$ cat config.mk
export PLATFORM = sky130hd
export DESIGN_NAME = multicycle_control_unit
export DESIGN_NICKNAME = d
export VERILOG_FILES = /design/src/rtl/ctrl_pkg.sv /design/src/rtl/cond_eval.sv /design/src/rtl/multicycle_control_unit.sv
export SDC_FILE = /design/constraint.sdc
export NUM_CORES = 1
export LEC_CHECK = 0
export BUFFER_PORTS_ARGS = -buffer_cell sky130_fd_sc_hd__clkbuf_2
export CORE_MARGIN = 2
export CORE_UTILIZATION = 54
export CTS_CLUSTER_DIAMETER = 80
export DETAILED_ROUTE_END_ITERATION = 6
export PLACE_DENSITY_LB_ADDON = 0.12
export SLEW_MARGIN = 25
export SYNTH_ARGS = -nofsm -noshare
export SYNTH_HDL_FRONTEND = slang
export SYNTH_SLANG_ARGS = --single-unit
$ cat constraint.sdc
create_clock -name clk -period 4.4 [get_ports clk]
set_clock_uncertainty 0.15 [all_clocks]
set_input_delay 0.22 -clock clk [delete_from_list [all_inputs] [get_ports clk]]
set_output_delay 0.22 -clock clk [all_outputs]
set_load 0.01 [all_outputs]
$ cat src/rtl/ctrl_pkg.sv
// ---------------------------------------------------------------------------
// ctrl_pkg
// Shared definitions for the multi-cycle Pac-ARM control unit:
//   - FSM state encoding
//   - instruction-class, condition-code, write-data-source and ALU opcodes
//   - is_wait(): states that hold a memory request open and count toward
//     the memory timeout
// ---------------------------------------------------------------------------
package ctrl_pkg;

  typedef enum logic [3:0] {
    ST_FETCH    = 4'd0,
    ST_DECODE   = 4'd1,
    ST_EXEC_DP  = 4'd2,
    ST_MEM_ADDR = 4'd3,
    ST_MEM_RD   = 4'd4,
    ST_MEM_WR   = 4'd5,
    ST_WB       = 4'd6,
    ST_BRANCH   = 4'd7,
    ST_FAULT    = 4'd8
  } state_e;

  // Instruction class (operation field)
  localparam logic [1:0] CLS_DP  = 2'b00;
  localparam logic [1:0] CLS_MEM = 2'b01;
  localparam logic [1:0] CLS_BR  = 2'b10;
  localparam logic [1:0] CLS_RSV = 2'b11;

  // ARM condition codes
  localparam logic [3:0] COND_EQ = 4'b0000;
  localparam logic [3:0] COND_NE = 4'b0001;
  localparam logic [3:0] COND_CS = 4'b0010;
  localparam logic [3:0] COND_CC = 4'b0011;
  localparam logic [3:0] COND_MI = 4'b0100;
  localparam logic [3:0] COND_PL = 4'b0101;
  localparam logic [3:0] COND_VS = 4'b0110;
  localparam logic [3:0] COND_VC = 4'b0111;
  localparam logic [3:0] COND_HI = 4'b1000;
  localparam logic [3:0] COND_LS = 4'b1001;
  localparam logic [3:0] COND_GE = 4'b1010;
  localparam logic [3:0] COND_LT = 4'b1011;
  localparam logic [3:0] COND_GT = 4'b1100;
  localparam logic [3:0] COND_LE = 4'b1101;
  localparam logic [3:0] COND_AL = 4'b1110;
  localparam logic [3:0] COND_NV = 4'b1111;

  // Register-file write-data source (selDiWr)
  localparam logic [1:0] DIWR_ALU  = 2'b00;
  localparam logic [1:0] DIWR_OPB  = 2'b01;
  localparam logic [1:0] DIWR_MEM  = 2'b10;
  localparam logic [1:0] DIWR_LINK = 2'b11;

  // ALU opcodes with special handling in the control unit
  localparam logic [3:0] ALU_ADD = 4'b0100;
  localparam logic [3:0] ALU_SUB = 4'b0010;
  localparam logic [3:0] ALU_CMP = 4'b1010;
  localparam logic [3:0] ALU_MOV = 4'b1101;

  function automatic logic is_wait(input state_e s);
    return (s == ST_FETCH) || (s == ST_MEM_RD) || (s == ST_MEM_WR);
  endfunction

endpackage

$ cat src/rtl/cond_eval.sv
// ---------------------------------------------------------------------------
// cond_eval
// Combinational ARM condition evaluator.
// Ports:
//   cond_i  [3:0]  condition field of the instruction
//   nzcv_i  [3:0]  flags {N, Z, C, V}
//   pass_o         1 when the instruction should execute
// ---------------------------------------------------------------------------
module cond_eval
  import ctrl_pkg::*;
(
  input  logic [3:0] cond_i,
  input  logic [3:0] nzcv_i,
  output logic       pass_o
);

  logic n, z, c, v;
  assign {n, z, c, v} = nzcv_i;

  always_comb begin
    pass_o = 1'b0;
    case (cond_i)
      COND_EQ: pass_o = z;
      COND_NE: pass_o = ~z;
      COND_CS: pass_o = c;
      COND_CC: pass_o = ~c;
      COND_MI: pass_o = n;
      COND_PL: pass_o = ~n;
      COND_VS: pass_o = v;
      COND_VC: pass_o = ~v;
      COND_HI: pass_o = c & ~z;
      COND_LS: pass_o = ~c | z;
      COND_GE: pass_o = (n == v);
      COND_LT: pass_o = (n != v);
      COND_GT: pass_o = ~z & (n == v);
      COND_LE: pass_o = z | (n != v);
      COND_AL: pass_o = 1'b1;
      COND_NV: pass_o = 1'b0;
      default: pass_o = 1'b0;
    endcase
  end

endmodule

$ cat src/rtl/multicycle_control_unit.sv
// ---------------------------------------------------------------------------
// multicycle_control_unit
// Multi-cycle Pac-ARM control FSM: FETCH -> DECODE -> EXEC_DP / MEM_ADDR /
// BRANCH -> (MEM_RD / MEM_WR) -> WB, with an internal NZCV register,
// memory-ack timeout and a sticky FAULT state left only by reset.
// Ports:
//   clk, rst_n            clock (rising edge), async active-low reset
//   opcodes_i   [5:0]     IR bits [25:20] = {I, opcode[3:0], S/L}
//   operation_i [1:0]     class: 00 DP, 01 load/store, 10 branch, 11 reserved
//   condicion_i [3:0]     condition field
//   aluFlags_i  [3:0]     NZCV from ALU, sampled at end of EXEC_DP
//   memAck_i              memory access done (1-cycle pulse)
//   memReq_o, memWrEn_o, selMemAddr_o    shared memory port control
//   irWrEn_o, pcWrEn_o, selPC_o          IR / PC update
//   regWrEn_o, selAddB_o, selAddWr_o, selDiWr_o [1:0]  register file
//   opALU_o [OPALU_W-1:0], cin_o, selOperaB_o          ALU control
//   flags_o [3:0]         registered NZCV
//   fault_o               sticky fault
// ---------------------------------------------------------------------------
module multicycle_control_unit
  import ctrl_pkg::*;
#(
  parameter int OPALU_W = 4,
  parameter int TIMEOUT = 15,
  parameter int CNT_W   = 4
) (
  input  logic               clk,
  input  logic               rst_n,
  input  logic [5:0]         opcodes_i,
  input  logic [1:0]         operation_i,
  input  logic [3:0]         condicion_i,
  input  logic [3:0]         aluFlags_i,
  input  logic               memAck_i,
  output logic               memReq_o,
  output logic               memWrEn_o,
  output logic               irWrEn_o,
  output logic               pcWrEn_o,
  output logic               selPC_o,
  output logic               regWrEn_o,
  output logic               selAddB_o,
  output logic               selAddWr_o,
  output logic [OPALU_W-1:0] opALU_o,
  output logic               cin_o,
  output logic [1:0]         selDiWr_o,
  output logic               selOperaB_o,
  output logic               selMemAddr_o,
  output logic [3:0]         flags_o,
  output logic               fault_o
);

  state_e             state_q, state_d;
  logic [CNT_W-1:0]   cnt_q, cnt_d;
  logic [3:0]         flags_q, flags_d;

  logic               mem_req_q, mem_req_d;
  logic               mem_wr_q, mem_wr_d;
  logic               sel_mem_addr_q, sel_mem_addr_d;
  logic               pc_wr_q, pc_wr_d;
  logic               sel_pc_q, sel_pc_d;
  logic               reg_wr_q, reg_wr_d;
  logic               sel_add_b_q, sel_add_b_d;
  logic               sel_add_wr_q, sel_add_wr_d;
  logic [OPALU_W-1:0] op_alu_q, op_alu_d;
  logic               cin_q, cin_d;
  logic [1:0]         sel_di_wr_q, sel_di_wr_d;
  logic               sel_opera_b_q, sel_opera_b_d;
  logic               fault_q, fault_d;

  logic cond_pass;
  logic timeout_hit;
  logic fetch_ack;

  cond_eval u_cond_eval (
    .cond_i (condicion_i),
    .nzcv_i (flags_q),
    .pass_o (cond_pass)
  );

  // Last permitted ack-less cycle of a wait state.
  assign timeout_hit = (cnt_q == CNT_W'(TIMEOUT - 1));

  // The IR must capture the word in the same cycle the memory returns it,
  // so the fetch strobes are the only outputs that follow memAck directly.
  assign fetch_ack = (state_q == ST_FETCH) && memAck_i;

  // Next state, wait counter and flags
  always_comb begin
    state_d = state_q;
    flags_d = flags_q;
    case (state_q)
      ST_FETCH: begin
        if (memAck_i)         state_d = ST_DECODE;
        else if (timeout_hit) state_d = ST_FAULT;
      end
      ST_DECODE: begin
        if (!cond_pass) begin
          state_d = ST_FETCH;
        end else begin
          case (operation_i)
            CLS_DP:  state_d = ST_EXEC_DP;
            CLS_MEM: state_d = ST_MEM_ADDR;
            CLS_BR:  state_d = ST_BRANCH;
            CLS_RSV: state_d = ST_FAULT;
            default: state_d = ST_FAULT;
          endcase
        end
      end
      ST_EXEC_DP: begin
        if (opcodes_i[0] || (op_alu_q == OPALU_W'(ALU_CMP))) flags_d = aluFlags_i;
        state_d = (op_alu_q == OPALU_W'(ALU_CMP)) ? ST_FETCH : ST_WB;
      end
      ST_MEM_ADDR: state_d = opcodes_i[0] ? ST_MEM_RD : ST_MEM_WR;
      ST_MEM_RD: begin
        if (memAck_i)         state_d = ST_WB;
        else if (timeout_hit) state_d = ST_FAULT;
      end
      ST_MEM_WR: begin
        if (memAck_i)         state_d = ST_FETCH;
        else if (timeout_hit) state_d = ST_FAULT;
      end
      ST_WB:     state_d = ST_FETCH;
      ST_BRANCH: state_d = ST_FETCH;
      ST_FAULT:  state_d = ST_FAULT;
      default:   state_d = ST_FAULT;
    endcase

    // Counter restarts on every state change, so each wait state entry
    // begins at zero; it only advances while a wait state is stalled.
    if (state_d != state_q)    cnt_d = '0;
    else if (is_wait(state_q)) cnt_d = cnt_q + 1'b1;
    else                       cnt_d = cnt_q;
  end

  // Registered outputs decoded from the state being entered
  always_comb begin
    mem_req_d      = 1'b0;
    mem_wr_d       = 1'b0;
    sel_mem_addr_d = 1'b0;
    pc_wr_d        = 1'b0;
    sel_pc_d       = 1'b0;
    reg_wr_d       = 1'b0;
    sel_add_b_d    = 1'b0;
    sel_add_wr_d   = 1'b0;
    op_alu_d       = '0;
    sel_di_wr_d    = DIWR_ALU;
    sel_opera_b_d  = 1'b0;
    fault_d        = 1'b0;
    case (state_d)
      ST_FETCH: mem_req_d = 1'b1;
      ST_EXEC_DP: begin
        op_alu_d      = OPALU_W'(opcodes_i[4:1]);
        sel_opera_b_d = opcodes_i[5];
      end
      ST_MEM_ADDR: begin
        sel_add_b_d   = 1'b1;
        op_alu_d      = opcodes_i[3] ? OPALU_W'(ALU_ADD) : OPALU_W'(ALU_SUB);
        sel_opera_b_d = ~opcodes_i[5];
      end
      ST_MEM_RD, ST_MEM_WR: begin
        // The ALU keeps producing the data address for the whole access.
        mem_req_d      = 1'b1;
        sel_mem_addr_d = 1'b1;
        mem_wr_d       = (state_d == ST_MEM_WR);
        op_alu_d       = op_alu_q;
        sel_opera_b_d  = sel_opera_b_q;
        sel_add_b_d    = sel_add_b_q;
      end
      ST_WB: begin
        reg_wr_d      = 1'b1;
        op_alu_d      = op_alu_q;
        sel_opera_b_d = sel_opera_b_q;
        sel_add_b_d   = sel_add_b_q;
        if (state_q == ST_MEM_RD)                  sel_di_wr_d = DIWR_MEM;
        else if (op_alu_q == OPALU_W'(ALU_MOV))    sel_di_wr_d = DIWR_OPB;
        else                                       sel_di_wr_d = DIWR_ALU;
      end
      ST_BRANCH: begin
        pc_wr_d  = 1'b1;
        sel_pc_d = 1'b1;
        if (!opcodes_i[4]) begin
          reg_wr_d     = 1'b1;
          sel_add_wr_d = 1'b1;
          sel_di_wr_d  = DIWR_LINK;
        end
      end
      ST_FAULT: fault_d = 1'b1;
      default: ;
    endcase
    cin_d = (op_alu_d == OPALU_W'(ALU_SUB));
  end

  always_ff @(posedge clk or negedge rst_n) begin
    if (!rst_n) begin
      state_q        <= ST_FETCH;
      cnt_q          <= '0;
      flags_q        <= 4'b0000;
      mem_req_q      <= 1'b0;
      mem_wr_q       <= 1'b0;
      sel_mem_addr_q <= 1'b0;
      pc_wr_q        <= 1'b0;
      sel_pc_q       <= 1'b0;
      reg_wr_q       <= 1'b0;
      sel_add_b_q    <= 1'b0;
      sel_add_wr_q   <= 1'b0;
      op_alu_q       <= '0;
      cin_q          <= 1'b0;
      sel_di_wr_q    <= 2'b00;
      sel_opera_b_q  <= 1'b0;
      fault_q        <= 1'b0;
    end else begin
      state_q        <= state_d;
      cnt_q          <= cnt_d;
      flags_q        <= flags_d;
      mem_req_q      <= mem_req_d;
      mem_wr_q       <= mem_wr_d;
      sel_mem_addr_q <= sel_mem_addr_d;
      pc_wr_q        <= pc_wr_d;
      sel_pc_q       <= sel_pc_d;
      reg_wr_q       <= reg_wr_d;
      sel_add_b_q    <= sel_add_b_d;
      sel_add_wr_q   <= sel_add_wr_d;
      op_alu_q       <= op_alu_d;
      cin_q          <= cin_d;
      sel_di_wr_q    <= sel_di_wr_d;
      sel_opera_b_q  <= sel_opera_b_d;
      fault_q        <= fault_d;
    end
  end

  assign memReq_o     = mem_req_q;
  assign memWrEn_o    = mem_wr_q;
  assign selMemAddr_o = sel_mem_addr_q;
  assign irWrEn_o     = fetch_ack;
  assign pcWrEn_o     = pc_wr_q | fetch_ack;
  assign selPC_o      = sel_pc_q;
  assign regWrEn_o    = reg_wr_q;
  assign selAddB_o    = sel_add_b_q;
  assign selAddWr_o   = sel_add_wr_q;
  assign opALU_o      = op_alu_q;
  assign cin_o        = cin_q;
  assign selDiWr_o    = sel_di_wr_q;
  assign selOperaB_o  = sel_opera_b_q;
  assign flags_o      = flags_q;
  assign fault_o      = fault_q;

endmodule

## Word-level counts from Yosys, hierarchy flattened

Cells that the tools add are included.
Widths: inputs -> output; s select.

- Add/sub/neg operators: 1
- Equality and inequality tests: 39
- Muxes and demuxes: 28
- Bitwise operators: 10
- Reductions and logical operators: 14

Operators with widths:

| kind | count |
|---|---|
| $eq 4x3->1 const B | 12 |
| $eq 4x4->1 const B | 12 |
| $eq 4x2->1 const B | 7 |
| $mux 4 | 7 |
| $pmux 4 s7 | 1 |
| $pmux 1 s16 | 1 |
| $pmux 4 s4 | 1 |
| $logic_not 4->1 | 3 |
| $pmux 4 s3 | 1 |
| $mux 1 | 9 |
| $eq 4x1->1 const B | 2 |
| $mux 3 | 2 |
| $reduce_or 3->1 | 2 |
| $not 1->1 | 5 |
| $add 4x1->4 const B | 1 |
| $eq 2x2->1 const B | 2 |
| $mux 2 | 2 |
| $ne 4x4->1 | 1 |
| $pmux 1 s2 | 2 |
| $pmux 2 s2 | 1 |
| $reduce_or 2->1 | 2 |
| $logic_or 1x1->1 | 3 |
| $or 1x1->1 | 3 |
| $pmux 1 s3 | 1 |
| 8 further kinds | 9 |

- Bits in registers: 28
- Input bits: 19
- Word-level logic and storage cells: 107

## Logic depth before layout (Yosys ltp)

Gate-level depths: netlist of run 1.

- Depth after elaboration: 9
- Mapped depth: 11
- Depth with buffers taken out: 11

## Cells and area by module

A second synthesis of run 1 with hierarchy kept.

- Cells, all modules: 159
- Area, all modules: 1,647.8 um^2

Modules (own cells, without submodules):

| module | times used | cells an instance | area each (um^2) |
|---|---|---|---|
| multicycle_control_unit | 1 | 136 | 1,492.7 |
| cond_eval | 1 | 23 | 155.1 |

## Worst setup path after synthesis of run 1

OpenSTA, ideal clock, no wires.

- Path type: flip-flop to flip-flop
- Start: register flags_q[0] (netlist: flags_o[0])
- End: register cin_q (netlist: cin_o)
- Setup time: 0.133 ns
- Arrival: 2.255 ns
- Required time: 4.117 ns
- Setup slack: 1.862 ns
- Cell stages (with the launch flop): 9
- Clock period less this slack: 2.538 ns
- Cell sequence: dfrtp_1 > mux4_2 > xnor2_2 > or4_4 > o31ai_4 > o22ai_4 > and2_4 > a22oi_1 > nor4b_2

- Word-level cells in the longest chain between the ends: 9
- Elaborated cells between the ends (all ways): 16

Ends and longest elaborated chain:

| item | RTL line | RTL |
|---|---|---|
| from (decl) | multicycle_control_unit.sv:53 | `logic [3:0] flags_q, flags_d;` |
| from (signal assigned) | multicycle_control_unit.sv:213 | `flags_q <= flags_d;` |
| $ne 1x1->1 or $eq 1x1->1 (tied branches) | -- |  |
| $or 1x1->1 or $and 1x1->1 (tied branches) | cond_eval.sv:36, cond_eval.sv:35 |  |
| $pmux 1 s16 (*) | cond_eval.sv:22 | `case (cond_i)` |
| $mux 4 (*) | multicycle_control_unit.sv:96 | `if (!cond_pass) begin` |
| $pmux 4 s7 (*) | multicycle_control_unit.sv:90 | `case (state_q)` |
| $eq 4x3->1 | multicycle_control_unit.sv:148 | `case (state_d)` |
| $reduce_or 3->1 (no source line) | -- |  |
| $pmux 4 s3 (*) | multicycle_control_unit.sv:148 |  |
| $eq 4x2->1 (*) | multicycle_control_unit.sv:189 | `cin_d = (op_alu_d == OPALU_W'(ALU_SUB));` |
| named net cin_d | multicycle_control_unit.sv:64 | `logic cin_q, cin_d;` |
| to (signal assigned) | multicycle_control_unit.sv:223 | `cin_q <= cin_d;` |
| to (decl) | multicycle_control_unit.sv:64 |  |

The timed path passes the listed nets; every way through them passes the cells marked *.
A chain may end at the register's enable or synchronous reset.

==> results of run 1 <==
[cells in the mapped netlist, types with 2 or more instances]
cell	instances
dfrtp_1	28
nor2_1	22
a21oi_1	9
nand3_1	8
inv_1	7
and2_1	5
ha_1	5
nand2_1	5
a211oi_1	4
mux2_2	4
nand4_1	4
xnor2_1	4
nand3b_1	3
nor3_1	3
a21o_1	2
a22oi_1	2
a32oi_1	2
inv_2	2
mux2i_1	2
nand2b_1	2
nor4b_1	2
nor4b_2	2
xor2_1	2
[path summary, 6_finish.rpt]
kind                                    from           to  slack (ns)  cells past startpoint
worst min-delay path            opcodes_i[1]   opALU_o[0]        0.01                      3
worst max register to register    opALU_o[0]        cin_o        1.65                      9
worst min register to register     selAddB_o    selAddB_o        0.40                      2
worst max-delay path              flags_o[0]     pcWrEn_o        1.44                      8
min in group asynchronous              rst_n     cnt_q[3]        0.28                      2
max in group asynchronous              rst_n  selOperaB_o        3.39                      2
[per-stage QoR]
stage,instances,area [um2],total power [W]
final,242,2000,0.00107
after floorplan,162,1680,0.000760
after global placement,232,1880,0.000873
after global routing,242,2000,0.00113
after CTS,242,2000,0.00107
after detailed placement,232,1880,0.000893
[power groups by stage]
stage	logic, W	registers (W)	clock network (W)
after global placement	0.000482	0.000391	0
final	0.000499	0.000393	0.000173
after CTS	0.000504	0.000392	0.000178
after detailed placement	0.000494	0.000398	0
after floorplan	0.000365	0.000396	0
after global routing	0.000547	0.000405	0.000183
[registers in the layout, indices dropped and copies added (netlist names)]
signal	flops
cnt_q	4
flags_o	4
opALU_o	4
state_q	4
selDiWr_o	2
cin_o	1
fault_o	1
memReq_o	1
memWrEn_o	1
regWrEn_o	1
selAddB_o	1
selAddWr_o	1
selMemAddr_o	1
selOperaB_o	1
selPC_o	1
[layout by cell type, fill, tap and decap left out, types with 2 or more instances in the layout]
cell and instances:
a211oi_1 4, a21o_1 2, a21oi_1 9, a22oi_1 2, a32oi_1 2, and2_1 5, clkbuf_2 40, clkbuf_4 3
dfrtp_1 28, dlygate4sd3_1 6, ha_1 5, inv_1 7, inv_2 2, mux2_2 4, mux2i_1 2, nand2_1 5
nand2b_1 2, nand3_1 8, nand3b_1 3, nand4_1 4, nor2_1 22, nor3_1 3, nor4b_1 2, nor4b_2 2
xnor2_1 4, xor2_1 2
[final cells by class]
class,count,area (um2),area share [%]
tap,33,41.3,2.07
clock buffer,3,22.5,1.13
clock inverter,1,30.0,1.50
sequential,28,701,35.1
multi-input combinational,121,901,45.1
inverter,10,40.0,2.01
timing repair buffer,46,260,13.0
[routing by layer]
metal | share of wire [%] | global-route usage [%] | up-vias
met5 | 0 | 0 | -
met4 | 1.6 | 7.62 | 0
met3 | 4.2 | 3.25 | 9
met2 | 49 | 36.0 | 51
met1 | 45 | 30.3 | 716
li1 | - | - | 689
[worst reg2reg max path: cells and delay by family (launching register included)]
kind | cells | cell delay [ns]
AND/OR/NAND/NOR | 5 | 1.42
AO/OA/AOI/OAI | 3 | 0.54
flip-flops | 1 | 0.45
buffers and inverters | 1 | 0.11
[repair_timing]
item | 4_1_cts | 5_1_grt
resized for setup | 0 | 0
hold buffers | 6 | 0
endpoints found under the setup margin | 0 | 0
hold endpoints to repair | 34 | 0
[kinds of logic after synthesis]
group                      synth area share, %
DFF                                       41.7
buffers and inverters                     4.69
muxes                                     5.21
adders and majority gates                 3.72
xor gates and xnor gates                  4.10
and+or+nand+nor                           23.3
AOI/OAI and AO/OA                         17.3
==> results.sh, run 1 <==
export IMPL_htree_levels=1
export IMPL_synth_cell_type_count=56
export IMPL_avgSynthCellArea_um2=10.4
export IMPL_grt_pass1_wl_mm=6.03
export IMPL_yosys_area_top_type="dfrtp_1"
export IMPL_finalCritPeriodShare_pct=67.3
export IMPL_cts_sinks=28
export IMPL_combPwrFrac_pct=46.9
export IMPL_ir_drop_mv=0.259
export IMPL_cts_tree="built"
export IMPL_path_class="flop to primary output"
export IMPL_globalplace_congestion=0.962
export IMPL_maxCapViolCount=0
export IMPL_coreArea_um2=3000
export IMPL_period_minus_slack_ns=2.96
export IMPL_grt_max_degree=29
export IMPL_die_w_um=59.8
export IMPL_status="finished, final reports clean"
export IMPL_synthesis_area_um2=1680
export IMPL_setup_ws_ns=1.44
export IMPL_utilization_pct=66.5
export IMPL_grt_pass1_vias=1360
export IMPL_drc=0
export IMPL_synth_ff_type="dfrtp_1"
export IMPL_ioPinCount=41
export IMPL_drt_antenna_violating_nets=0
export IMPL_max_freq_mhz=338
export IMPL_grt_use_total_pct=22.2
export IMPL_drtPass1Iterations=4
export IMPL_switching_share_pct=41.8
export IMPL_slew_headroom_pct=53.1
export IMPL_cts_made_buffers=3
export IMPL_netlist_top_cells_area="dfrtp_1, nor2_1, ha_1"
export IMPL_clkPwrFrac_pct=16.2
export IMPL_rsz0062_at_grt="false"
export IMPL_synthCells=162
export IMPL_max_slew_worst_pin_slew_ns=0.700
export IMPL_crit_buf_inv=1
export IMPL_ys_ff_latch=28
export IMPL_cp_max_fo=10
export IMPL_hpwl_mm=2.78
export IMPL_syn_nets=186
export IMPL_critical_path_cell_chain="xor2_1 -> o21ai_1 -> a32oi_1 -> a21oi_1 -> nor2_4 -> nor2_1 -> or2_1 -> clkbuf_2"
export IMPL_fillCellCount=256
export IMPL_post_place_ws_ns=1.70
export IMPL_cp_required_ns=4.03
export IMPL_worst_hold_slack_ns=0.0145
export IMPL_slew_viol_final=0
export IMPL_seqPwrFrac_pct=36.9
export IMPL_diodes=0
export IMPL_wl_per_cell_um=15.2
export IMPL_post_cts_buffers=0
export IMPL_switchingPower_w=0.000445
export IMPL_synth_edff_count=0
export IMPL_path_clk_slew_ns=0.15
export IMPL_vias=1465
export IMPL_overflow=0
export IMPL_fin_setup_tns_ns=0
export IMPL_max_stage_delay_ns=0.44
export IMPL_drive_gt1_share_pct=31.1
export IMPL_cts_root_buf="clkbuf_4"
export IMPL_p_leak_nw=0.960
export IMPL_setup_viol=0
export IMPL_end_kind="primary output"
export IMPL_ys_async_sr_fraction_pct=100
export IMPL_cpMaxStageDelayCell="dfrtp_1"
export IMPL_rows=20
export IMPL_ys_warnings_count=0
export IMPL_clk_latency_ns=0.34
export IMPL_layout_nets=234
export IMPL_numPortBuffers=40
export IMPL_hold_path_class="input pin to flop"
export IMPL_yosys_area_top_type_share_pct=41.7
export IMPL_dieArea_um2=3570
export IMPL_drt_iter0_drc=96
export IMPL_finalHoldViolations=0
export IMPL_wl_mm=3.67
export IMPL_syn_to_final_growth_pct=18.8
export IMPL_vias_per_cell=6.05
export IMPL_seq_area_frac_synth_pct=41.7
export IMPL_power_density_nw_per_um2=534
export IMPL_p_int_w=0.000620
export IMPL_critical_path_top_delay_family="compound AO/OA/AOI/OAI gates"
export IMPL_clock_path_buffers=2
export IMPL_antenna_found_initial=0
export IMPL_die_y_um=59.8
export IMPL_start_kind="flop"
export IMPL_initial_utilization_pct=56.0
export IMPL_arrival_ns=2.59
(Power assumes the default switching activity.)
==> run 2: changes to the inputs <==
--- a/config.mk
+++ b/config.mk
@@ -5,9 +5,10 @@
 export SDC_FILE = /design/constraint.sdc
 export NUM_CORES = 1
 export LEC_CHECK = 0
+export ABC_AREA = 1
 export BUFFER_PORTS_ARGS = -buffer_cell sky130_fd_sc_hd__clkbuf_2
 export CORE_MARGIN = 2
-export CORE_UTILIZATION = 54
+export CORE_UTILIZATION = 48
 export CTS_CLUSTER_DIAMETER = 80
 export DETAILED_ROUTE_END_ITERATION = 6
 export PLACE_DENSITY_LB_ADDON = 0.12
==> constraint.sdc (replaced) <==
create_clock -name clk -period 2.6 [get_ports clk]
set_clock_uncertainty 0.15 [all_clocks]
set_input_delay 0.13 -clock clk [delete_from_list [all_inputs] [get_ports clk]]
set_output_delay 0.13 -clock clk [all_outputs]
set_load 0.01 [all_outputs]
==> results.sh, run 2 <==
export IMPL_status="finished, final reports clean"
export IMPL_p_leak_nw=1.17
export IMPL_period_minus_slack_ns=2.25
export IMPL_drc=0
export IMPL_die_w_um=64.0
export IMPL_die_y_um=64.0
export IMPL_max_stage_delay_ns=0.45
export IMPL_grt_pass1_wl_mm=6.33
export IMPL_drtPass1Iterations=4
export IMPL_synth_edff_count=0
export IMPL_synth_ff_type="dfrtp_1"
export IMPL_critical_path_cell_chain="inv_1 -> ha_1 -> nand3_1 -> nand4_1 -> o21ai_0 -> a21oi_1 -> nand2_4 -> nand2_4 -> nand3_1 -> nand2_1 -> inv_2 -> nand2_1 -> nor2_2"
export IMPL_clk_latency_ns=0.33
export IMPL_maxCapViolCount=0
export IMPL_netlist_top_cells_area="dfrtp_1, nand2_1, inv_1"
export IMPL_arrival_ns=2.34
export IMPL_yosys_area_top_type_share_pct=40.5
export IMPL_synthesis_area_um2=1730
export IMPL_ys_warnings_count=0
export IMPL_synth_cell_type_count=34
export IMPL_cp_max_fo=7
export IMPL_ys_ff_latch=28
export IMPL_setup_viol=0
export IMPL_syn_to_final_growth_pct=24.2
export IMPL_syn_nets=236
export IMPL_fin_setup_tns_ns=0
export IMPL_overflow=0
export IMPL_cts_sinks=28
export IMPL_regToRegEndpoint="cin_o"
export IMPL_hpwl_mm=2.87
export IMPL_clock_path_buffers=2
export IMPL_globalplace_congestion=0.896
export IMPL_yosys_area_top_type="dfrtp_1"
export IMPL_grt_max_degree=29
export IMPL_slew_viol_final=0
export IMPL_end_kind="flop"
export IMPL_drive_gt1_share_pct=29.2
export IMPL_avgSynthCellArea_um2=8.16
export IMPL_synthCells=212
export IMPL_grt_pass1_vias=1486
export IMPL_coreArea_um2=3390
export IMPL_wl_per_cell_um=11.7
export IMPL_reg2reg_slack_ns=0.35
export IMPL_max_freq_mhz=445
export IMPL_layout_commonest_cell="clkbuf_2"
export IMPL_ir_drop_mv=0.273
export IMPL_post_cts_buffers=0
export IMPL_worst_hold_slack_ns=0.0884
export IMPL_layout_nets=292
export IMPL_hold_path_class="input pin to flop"
export IMPL_cts_root_buf="clkbuf_4"
export IMPL_r2r_start="cnt_q[0]"
export IMPL_antenna_found_initial=0
export IMPL_start_kind="flop"
export IMPL_ioPinCount=41
export IMPL_max_slew_worst_pin_slew_ns=0.679
export IMPL_drt_antenna_violating_nets=0
export IMPL_rows=21
export IMPL_hp_start="opcodes_i[0]"
export IMPL_path_clk_slew_ns=0.16
export IMPL_cts_tree="built"
export IMPL_cpMaxStageDelayCell="dfrtp_1"
export IMPL_fillCellCount=301
export IMPL_vias_per_cell=4.85
export IMPL_diodes=0
export IMPL_finalHoldViolations=0
export IMPL_r2r_cells=13
export IMPL_rsz0062_at_grt="false"
export IMPL_htree_levels=1
export IMPL_numPortBuffers=40
export IMPL_vias=1517
export IMPL_cp_required_ns=2.69
export IMPL_cts_made_buffers=3
export IMPL_initial_utilization_pct=51.0
export IMPL_dieArea_um2=4100
export IMPL_synth_top_cells_by_count="nand2_1, dfrtp_1, inv_1, nor2_1, nand3_1"
export IMPL_drt_iter0_drc=50
export IMPL_grt_use_total_pct=19.7
export IMPL_ys_async_sr_fraction_pct=100
export IMPL_slew_headroom_pct=54.7
export IMPL_wl_mm=3.65
export IMPL_min_to="state_q[0]"
export IMPL_whs_path_depth=4
export IMPL_seq_area_frac_synth_pct=40.5
export IMPL_power_density_nw_per_um2=569
export IMPL_final_cell_mix="clkbuf_2, nand2_1, dfrtp_1, inv_1, nor2_1"
export IMPL_synth_most_common_cell="nand2_1"
export IMPL_path_class="flop to flop"
export IMPL_finalCritPeriodShare_pct=86.5
==> run 2: cell types whose count changed in the layout (fill, tap and decap cells not counted), sizes merged, moves of 4 or more <==
cell         before  now
nand2             5   45
inv              10   34
nand3             8   20
nor2             23   33
and2              6    0
o21ai             2    8
xnor2             5    0
a211oi            4    0
dlygate4sd3       6   10
nor3              3    7
nor4b             4    0
==> run 2: worst max-delay path, delay by kind of cell, from the launching register on <==
| family | cells | cell delay, ns |
|---|---|---|
| AO/OA/AOI/OAI | 2 | 0.37 |
| flip-flops | 1 | 0.45 |
| buffers and inverters | 2 | 0.11 |
| adder cells (fa/ha/maj) | 1 | 0.13 |
| AND/OR/NAND/NOR | 8 | 0.92 |
==> run 2: worst max path at each step <==
stage,from,end,slack (ns)
6_report,cnt_q[0],cin_o,0.35
3_3_place_gp,state_q[2],cnt_q[1],0.38
2_1_floorplan,cnt_q[0],cin_o,0.63
3_5_place_dp,cnt_q[0],cin_o,0.39
4_1_cts,cnt_q[0],cin_o,0.36
5_1_grt,cnt_q[0],cin_o,0.14
==> run 2: kinds of logic (layout without fill, tap and decap cells) <==
logic type	Yosys count	after routing	share of synthesized area (%)
buffers and inverters	34	89	7.53
flip-flops	28	28	40.5
adder cells (fa/ha/maj)	5	5	3.62
AO/OA/AOI/OAI	24	24	8.90
AND/OR/NAND/NOR	114	114	35.6
multiplexers	2	2	1.30
XOR/XNOR	5	5	2.53
==> run 2: metal layers <==
| metal | vias up | share of wire, % | global-route usage (%) | wire length [um] |
|---|---|---|---|---|
| met5 | - | 0 | 0 | 0 |
| met4 | 0 | 1.3 | 6.52 | 48 |
| met1 | 691 | 45 | 25.3 | 1640 |
| met3 | 4 | 3.4 | 2.11 | 124 |
| li1 | 792 | - | - | - |
| met2 | 30 | 50 | 34.5 | 1840 |
==> run 2: area by class of cell <==
cell class	instances	area, um2	area share, %
sequential	28	701	32.6
multi-input combinational	150	898	41.8
clock buffer	3	22.5	1.05
tap	46	57.6	2.68
inverter	34	130	6.06
clock inverter	1	30.0	1.40
timing repair buffer	51	308	14.3
==> run 2: through the flow <==
stage / instances / power [W] / setup WS [ns] / cell area [um2] / util (%)
CTS: 313 / 0.00124 / 0.356 / 2150 / 63.3
global route: 313 / 0.00132 / 0.136 / 2150 / 63.3
global placement: 299 / 0.000934 / 0.383 / 1990 / 58.8
detailed placement: 299 / 0.000935 / 0.393 / 1990 / 58.8
floorplan: 212 / 0.000812 / 0.634 / 1730 / -
finish: 313 / 0.00122 / 0.351 / 2150 / 63.3
==> run 2: repair_timing <==
item / in CTS / in global routing
hold endpoints to repair: 42 / 0
hold buffers: 10 / 0
gates resized for setup: 0 / 0
==> run 2: report_power, final <==
part           internal, W  switching (W)  total (W)
Combinational     0.000151       0.000244   0.000395
Sequential        0.000489      0.0000533   0.000542
Clock             0.000156       0.000129   0.000285
==> run 3: changes to the inputs <==
--- a/config.mk
+++ b/config.mk
@@ -6,11 +6,12 @@
 export NUM_CORES = 1
 export LEC_CHECK = 0
 export ABC_AREA = 1
-export BUFFER_PORTS_ARGS = -buffer_cell sky130_fd_sc_hd__clkbuf_2
+export BUFFER_PORTS_ARGS = -buffer_cell sky130_fd_sc_hd__buf_2
 export CORE_MARGIN = 2
 export CORE_UTILIZATION = 48
 export CTS_CLUSTER_DIAMETER = 80
 export DETAILED_ROUTE_END_ITERATION = 6
+export MAX_ROUTING_LAYER = met4
 export PLACE_DENSITY_LB_ADDON = 0.12
 export SLEW_MARGIN = 25
 export SYNTH_ARGS = -nofsm -noshare
==> results.sh, run 3 (synthesis results as in run 2) <==
export IMPL_finalCritPeriodShare_pct=85.1
export IMPL_path_class="flop to flop"
export IMPL_cp_required_ns=2.69
export IMPL_grt_use_total_pct=21.5
export IMPL_reg2reg_slack_ns=0.39
export IMPL_layout_nets=292
export IMPL_rows=21
export IMPL_wl_per_cell_um=12.0
export IMPL_slew_headroom_pct=56.6
export IMPL_max_freq_mhz=452
export IMPL_critical_path_cell_chain="nor2_1 -> inv_1 -> nor3_1 -> a21oi_1 -> o211ai_1 -> inv_1 -> nand2_4 -> xor2_1 -> nor2_1 -> nand2_1 -> nor2_1"
export IMPL_r2r_cells=11
export IMPL_grt_pass1_wl_mm=6.74
export IMPL_vias=1549
export IMPL_grt_max_degree=29
export IMPL_final_cell_mix="buf_2, nand2_1, dfrtp_1, inv_1, nor2_1"
export IMPL_clock_path_buffers=2
export IMPL_htree_levels=1
export IMPL_layout_commonest_cell="buf_2"
export IMPL_overflow=0
export IMPL_initial_utilization_pct=51.0
export IMPL_arrival_ns=2.31
export IMPL_cts_hold_buf=10
export IMPL_cp_max_fo=7
export IMPL_utilization_pct=63.3
export IMPL_rsz0062_at_grt="false"
export IMPL_clk_latency_ns=0.34
export IMPL_drt_iter0_drc=107
export IMPL_die_y_um=64.0
export IMPL_slew_viol_final=0
export IMPL_wl_mm=3.77
export IMPL_max_stage_delay_ns=0.44
export IMPL_period_minus_slack_ns=2.21
export IMPL_fillCellCount=309
export IMPL_hpwl_mm=2.89
export IMPL_drtPass1Iterations=4
export IMPL_cts_sinks=28
export IMPL_vias_per_cell=4.95
export IMPL_maxCapViolCount=0
export IMPL_hold_path_class="input pin to flop"
export IMPL_post_cts_buffers=0
export IMPL_fin_setup_tns_ns=0
export IMPL_coreArea_um2=3390
export IMPL_drc=0
export IMPL_antenna_found_initial=0
export IMPL_r2r_start="state_q[2]"
export IMPL_cp_endpoint="cnt_q[0]"
export IMPL_cts_root_buf="clkbuf_4"
export IMPL_crit_top_cell="nor2_1"
export IMPL_cts_made_buffers=3
export IMPL_cpMaxStageDelayCell="dfrtp_1"
export IMPL_power_density_nw_per_um2=574
export IMPL_dp_cells=299
export IMPL_ir_drop_mv=0.308
export IMPL_final_cells=313
export IMPL_path_clk_slew_ns=0.15
export IMPL_end_kind="flop"
export IMPL_finalHoldViolations=0
export IMPL_startpoint="state_q[2]"
export IMPL_diodes=0
export IMPL_placedInstanceArea_um2=1990
export IMPL_numPortBuffers=40
export IMPL_drive_gt1_share_pct=29.2
export IMPL_start_kind="flop"
export IMPL_setup_viol=0
export IMPL_syn_to_final_growth_pct=24.2
export IMPL_globalplace_congestion=0.903
export IMPL_dieArea_um2=4100
export IMPL_ioPinCount=41
export IMPL_cts_tree="built"
export IMPL_regToRegEndpoint="cnt_q[0]"
export IMPL_status="finished, final reports clean"
export IMPL_max_slew_worst_pin_slew_ns=0.652
export IMPL_design_area_um2=2150
export IMPL_die_w_um=64.0
export IMPL_cts_resized=0
export IMPL_drt_antenna_violating_nets=0
export IMPL_p_leak_nw=1.18
export IMPL_grt_pass1_vias=1539
[run 3: changes by cell type in the layout (fill, tap and decap cells not counted)]
cell | before | now
clkbuf_2 | 40 | 0
buf_2 | 0 | 40
[run 3: layout make-up]
| class | instances | area, um2 | area share, % |
|---|---|---|---|
| timing repair buffer | 51 | 308 | 14.3 |
| clock inverter | 1 | 30.0 | 1.40 |
| tap | 46 | 57.6 | 2.68 |
| multi-input combinational | 150 | 898 | 41.8 |
| sequential | 28 | 701 | 32.6 |
| inverter | 34 | 130 | 6.06 |
| clock buffer | 3 | 22.5 | 1.05 |
[run 3: through the flow]
step / total power, W / worst slack (ns) / hold slack [ns]
after floorplan: 0.000812 / 0.634 / -0.316
after global placement: 0.000931 / 0.371 / 0.0419
after detailed placement: 0.000938 / 0.395 / 0.0446
after CTS: 0.00124 / 0.369 / 0.0901
after global routing: 0.00133 / 0.121 / 0.120
final: 0.00123 / 0.389 / 0.102
[run 3: how the worst min path moves through the flow]
stage                    from         end  slack (ns)  depth (start not counted)
2_1_floorplan           rst_n       cin_o       -0.32                          0
3_3_place_gp            rst_n       cin_o        0.04                          1
3_5_place_dp            rst_n       cin_o        0.04                          1
4_1_cts        operation_i[1]   memWrEn_o        0.09                          5
5_1_grt        operation_i[1]   memWrEn_o        0.12                          5
6_report         opcodes_i[0]  state_q[0]        0.10                          4
[run 3: power breakdown]
part	leakage, nW	switching [W]	internal [W]
sequential	0.370	0.0000506	0.000489
combinational	0.781	0.000247	0.000153
clock	0.0279	0.000137	0.000156
[run 3: worst max-delay path, delay by kind of cell, from the launching register on]
| kind | cells | cell delay (ns) |
|---|---|---|
| compound gates | 2 | 0.22 |
| simple gates | 6 | 0.91 |
| xor+xnor | 1 | 0.16 |
| buf+inv | 2 | 0.23 |
| flops | 1 | 0.44 |
[run 3: layer usage]
metal  GRT usage, %  vias up  share of wire, %
met5              -        -                 0
met1           27.2      706                44
met3           1.76        7               4.2
met4           7.88        0               1.9
met2           35.9       42                50
li1               -      794                 -
